==> src/rtl/pwm_peripheral.sv <==
// 16-pin PWM/static output driver with a prescaled 8-bit period counter and a double-buffered duty cycle.
// out is registered (1 clk after inputs/counter); no handshake, inputs are sampled every clk.
module pwm_peripheral #(
    parameter int unsigned PRESCALE = 12
) (
    input  logic        clk,
    input  logic        rst_n,
    input  logic [7:0]  en_reg_out_7_0,
    input  logic [7:0]  en_reg_out_15_8,
    input  logic [7:0]  en_reg_pwm_7_0,
    input  logic [7:0]  en_reg_pwm_15_8,
    input  logic [7:0]  pwm_duty_cycle,
    output logic [15:0] out,
    output logic        period_start,
    output logic [7:0]  duty_active
);

    localparam logic [15:0] DIV_MAX = 16'(PRESCALE);

    logic [15:0] div_cnt;
    logic [7:0]  pwm_cnt;
    logic        tick;
    logic        boundary;
    logic        pwm_level;
    logic [15:0] en_out;
    logic [15:0] en_pwm;

    assign en_out   = {en_reg_out_15_8, en_reg_out_7_0};
    assign en_pwm   = {en_reg_pwm_15_8, en_reg_pwm_7_0};
    assign tick     = (div_cnt == DIV_MAX);
    assign boundary = tick && (pwm_cnt == 8'hFF);

    // 0xFF is special-cased so full duty never shows a low tick at the wrap
    assign pwm_level = (duty_active == 8'hFF) || (pwm_cnt < duty_active);

    always_ff @(posedge clk or negedge rst_n) begin
        if (!rst_n) begin
            div_cnt <= '0;
            pwm_cnt <= '0;
        end else begin
            div_cnt <= tick ? 16'd0 : div_cnt + 16'd1;
            if (boundary)
                pwm_cnt <= 8'd0;
            else if (tick)
                pwm_cnt <= pwm_cnt + 8'd1;
        end
    end

    always_ff @(posedge clk or negedge rst_n) begin
        if (!rst_n) begin
            duty_active  <= '0;
            period_start <= 1'b0;
        end else begin
            period_start <= boundary;
            if (boundary)
                duty_active <= pwm_duty_cycle;
        end
    end

    always_ff @(posedge clk or negedge rst_n) begin
        if (!rst_n)
            out <= '0;
        else
            out <= en_out & (~en_pwm | {16{pwm_level}});
    end

endmodule
==> config.mk <==
export PLATFORM = sky130hd
export DESIGN_NAME = pwm_peripheral
export DESIGN_NICKNAME = d
export VERILOG_FILES = /design/src/rtl/pwm_peripheral.sv
export SDC_FILE = /design/constraint.sdc
export NUM_CORES = 1
export LEC_CHECK = 0
export ABC_CLOCK_PERIOD_IN_PS = 2200
export BUFFER_PORTS_ARGS = -buffer_cell sky130_fd_sc_hd__buf_2
export CORE_ASPECT_RATIO = 0.8
export CORE_UTILIZATION = 40
export DETAILED_ROUTE_END_ITERATION = 12
export GPL_ROUTABILITY_DRIVEN = 0
export PLACE_DENSITY = 0.66
export RECOVER_POWER = 25
export SYNTH_ARGS = -nofsm -noshare
export SYNTH_HDL_FRONTEND = slang
export SYNTH_SLANG_ARGS = --single-unit
==> constraint.sdc <==
create_clock -name clk -period 2.2 [get_ports clk]
set_input_delay 0.44 -clock clk [delete_from_list [all_inputs] [get_ports clk]]
set_output_delay 0.44 -clock clk [all_outputs]
set_load 0.01 [all_outputs]
# Yosys cells after proc, flatten, opt, wreduce, memory -nomap -nowiden
# Cells that the tools add are included.
# totals
regBits,49
inputBits,42
word_cells,20
# op_classes
addsub,2
magnitude_cmp,1
eq_ne,3
mux,3
n_bitwise,3
n_reduce_logical,3
# op_table
cell,n
"adder 16 x 1 -> 16 bit, second input constant",1
bitwise AND 16 bit,1
"== test 16 x 4 -> 1 bit, second input constant",1
"== test 8 bit, second input constant",2
two-way mux 16 bit,1
two-way mux 8 bit,2
NOT 16 bit,1
OR 16 bit,1
"adder 8 x 1 -> 8 bit, second input constant",1
< comparator 8 bit,1
nonzero test 2 bit,1
logical AND 1 bit,1
logical OR 1 bit,1

# Longest topological paths before layout
# logic_depth
ltp_word,4
mapped_depth,7

# Worst setup path before layout
# Ideal clock, no wire load.
# synth_timing
kind,register -> register
startpoint,register duty_active[3]
endpoint,register out[10]
arrival_ps,1727
t_required_ps,2065
setup_slack_ps,338
stages_incl_launch_ff,8
path_cell_list,dfrtp_1 -> inv_1 -> ha_1 -> o21a_1 -> o22ai_1 -> o32ai_1 -> clkbuf_1 -> a21boi_0
# synth_via
elab_chain_cells,4
elab_cells_between_ends,5
cone_classes,order compare: 1; eq/ne: 1; bitwise: 2; reduce/logical: 1
# synth_lines
element,line,source
start: declaration,15,output logic [7:0] duty_active
start signal: assignment,56,duty_active <= pwm_duty_cycle;
< comparator 8 bit / == test 8 bit (equally long branches),34,assign pwm_level = (duty_active == 8'hFF) || (pwm_cnt < duty_active);
logical OR 1 bit (*),34,
OR 16 bit (*),64,out <= en_out & (~en_pwm | {16{pwm_level}});
bitwise AND 16 bit (*),64,
end signal: assignment,64,
end: declaration,13,"output logic [15:0] out,"
# Every way passes the cells marked *; elsewhere a longest branch is shown, timed or not.
# A chain may end at the register's enable or synchronous reset.

# Worst setup path in the final report
# layout_timing
startpoint,register pwm_cnt[2]
endpoint,register out[13]
# layout_via
elab_chain_cells,4
# layout_lines
element,line,source
start: declaration,21,logic [7:0] pwm_cnt;
start signal: assignment,45,pwm_cnt <= pwm_cnt + 8'd1;
< comparator 8 bit,34,
logical OR 1 bit,34,
OR 16 bit,64,
bitwise AND 16 bit,64,
# Every way passes these cells.

==> metrics <==
status=finished clean; Hold Buf Count CTS=0; Synth Flop Type=dfrtp_1; setup repair bufs after CTS=0; DR iter-0 viols=124; area grow syn2layout=24.0%; Clock Latency Late Sink=approximately 300 ps; Worst Tran Pin Value=around 1200 ps; slew margin rel.=0.202; share of the synthesized area in the top cell type=0.549; layout net count=roughly 320; CTS tree=built; CORE AREA=around 0.0052 mm²; initial antenna violation count=0; Worst Setup Start Kind=register; DR vias=about 1700; # fillers=466; htree depth=2; Avg Cell Area, Syn=roughly 12 µm²; crit path DAT=approximately 2000 ps; # setup viols final=0; DR WL/cell=13.8 µm; PostCTS Resize Cnt=0; Post-Synthesis Cells=a little under 200; Post-synth EDFFs=0; worst endpoint required time=2390 ps; Post-Syn Area=~0.0022 mm²; Yosys cell types=36; Seq/Total Area, Yosys=0.549; CTS clk-pin slew, worst paths=90 ps; Max VDD drop=about 0.35 mV; total routed wirelength=between 4000 and 5000 µm; Total GRT Usage=0.179; Mapped Nets=between 200 and 250; Die W=~86 µm; Initial DRT Pass Iterations=4; Yosys top cell by area=dfrtp_1; CP max stage delay=approximately 480 ps; Setup Skew=approximately 8.0 ps; top post-synthesis cells by area=dfrtp_1 55%, ha_1 5.6%, a21boi_0 5.4%; PortBufs=66; DIE AREA=between 0.005 and 0.006 mm²; DRC errors left=0; CP endpoint kind=register; Detail Route Antenna Nets=0; FMAX=549 MHz; root buf cell=clkbuf_8; Max-cap violations=0; crit path cell chain=ha_1, o21a_1, o22ai_1, o32ai_1, buf_4, a21boi_0; Final Slew Violations=0; Leak=1.37 nW; # IOs=67; first-pass GRT wire length=7890 µm; final number of hold-violating endpoints=0; vias in the first global route=around 1700; clock buffer depth=2; type of the most critical hold path=primary input to register; largest net degree at the start of global routing=50; cell row count=23; Critical Setup Path Class=register to register; share of cells above drive strength 1=0.336; warnings from Yosys=0; initial cell density of the core=0.431; fin crit share=0.828; GRT Residual Overflow=0; Setup WS post-layout=roughly 380 ps; Slowest-stage cell, CP=dfrtp_1; #FFs+latches synth=49; final setup TNS=0 ps; Synth async-reset ratio=1.00; P per Cell Area=569 mW/mm²; ANT cells=0; min Tclk post-route=~1800 ps; Die Ht=approximately 69 µm; crit path max fanout=16; CTS sink cnt=between 40 and 50; Place WS=roughly 370 ps; number of vias per cell=5.17; Post-DP HPWL=3390 µm; Num CTS Buffers=5; RSZ-0062 raised after global routing=false
[sequential cells by signal, summed over array words and instances (netlist names)]
signal and count:
pwm_cnt 8, out 16, div_cnt 16, duty_active 8, period_start 1
[metal layers]
layer  share of wire  wire length, µm  track usage
met5               0                0            0
met4           0.013               61       0.0688
met3           0.092              424       0.0631
met2            0.40             1820        0.269
met1            0.50             2300        0.239
[layout by cell type (no fill, tap or decap), types with 2 or more instances in the layout]
cell type | netlist | layout
xnor2_1 | 10 | 10
nor2_1 | 13 | 13
o21ai_0 | 8 | 8
ha_1 | 10 | 10
a21boi_0 | 16 | 16
a31oi_1 | 2 | 2
xor2_1 | 6 | 6
nand4_1 | 9 | 9
buf_2 | 2 | 66
nor4_4 | 2 | 2
buf_4 | 0 | 5
a21oi_1 | 4 | 4
inv_1 | 12 | 12
and3_1 | 3 | 3
nand3_1 | 14 | 14
nand2_1 | 11 | 11
clkbuf_8 | 0 | 6
o21a_1 | 2 | 2
dfrtp_1 | 49 | 49
nor3_1 | 3 | 3
[critical path, delay by kind of cell, from the launching register on]
family / cells / cell delay, ps
compound gates: 4 / 660
buf+inv: 1 / 250
fa+ha+maj: 1 / 320
flops: 1 / 480
[kinds of logic (layout without fill, tap and decap cells)]
family / count (synthesis) / in the layout / share of synthesized area
multiplexers: 2 / 2 / 0.0118
XOR/XNOR: 16 / 16 / 0.0627
AO/OA/AOI/OAI: 39 / 39 / 0.120
adder cells (fa/ha/maj): 10 / 10 / 0.0560
flip-flops: 49 / 49 / 0.549
buffers and inverters: 15 / 92 / 0.0263
AND/OR/NAND/NOR: 63 / 63 / 0.174
[per-stage QoR]
step,total power [mW],instance area (µm²),hold WS [ps],instances,utilization
floorplan,0.954,2230,144,194,-
global placement,1.03,2690,447,325,0.518
detailed placement,1.03,2690,451,325,0.518
CTS,1.61,2780,108,333,0.537
global route,1.65,2770,289,333,0.535
finish,1.58,2770,302,333,0.535
[final cells by class]
cell class | instances | area (µm²) | share of cell area
clock buffers | 6 | 82.6 | 0.0298
clock inverters | 2 | 16.3 | 0.00587
inverters | 12 | 45.0 | 0.0163
multi-input cells | 130 | 948 | 0.343
flip-flops and latches | 49 | 1230 | 0.443
well taps | 62 | 77.6 | 0.0280
repair buffers | 72 | 373 | 0.135
[cells in the mapped netlist, types with 2 or more instances]
cell / instances
nand4_1: 9
a21oi_1: 4
nand2_1: 11
inv_1: 12
ha_1: 10
buf_2: 2
and3_1: 3
xor2_1: 6
nand3_1: 14
dfrtp_1: 49
a21boi_0: 16
a31oi_1: 2
nor4_4: 2
o21ai_0: 8
xnor2_1: 10
o21a_1: 2
nor2_1: 13
nor3_1: 3
[worst paths after layout]
check / start / endpoint / slack (ps) / cells after the start
max: pwm_cnt[2] / out[13] / 380 / 6
min: en_reg_pwm_15_8[3] / out[11] / 300 / 2
max reg2reg: pwm_cnt[2] / out[13] / 380 / 6
min reg2reg: div_cnt[12] / div_cnt[12] / 520 / 1
max in group asynchronous: rst_n / duty_active[5] / 1020 / 2
min in group asynchronous: rst_n / div_cnt[14] / 450 / 2
[report_power, final]
part	switching, mW	internal [mW]	total [mW]
registers	0.00319	0.914	0.918
clock network	0.313	0.259	0.572
logic	0.0434	0.0424	0.0858
total	0.359	1.22	1.58
Power figures use the tool's default switching activity.
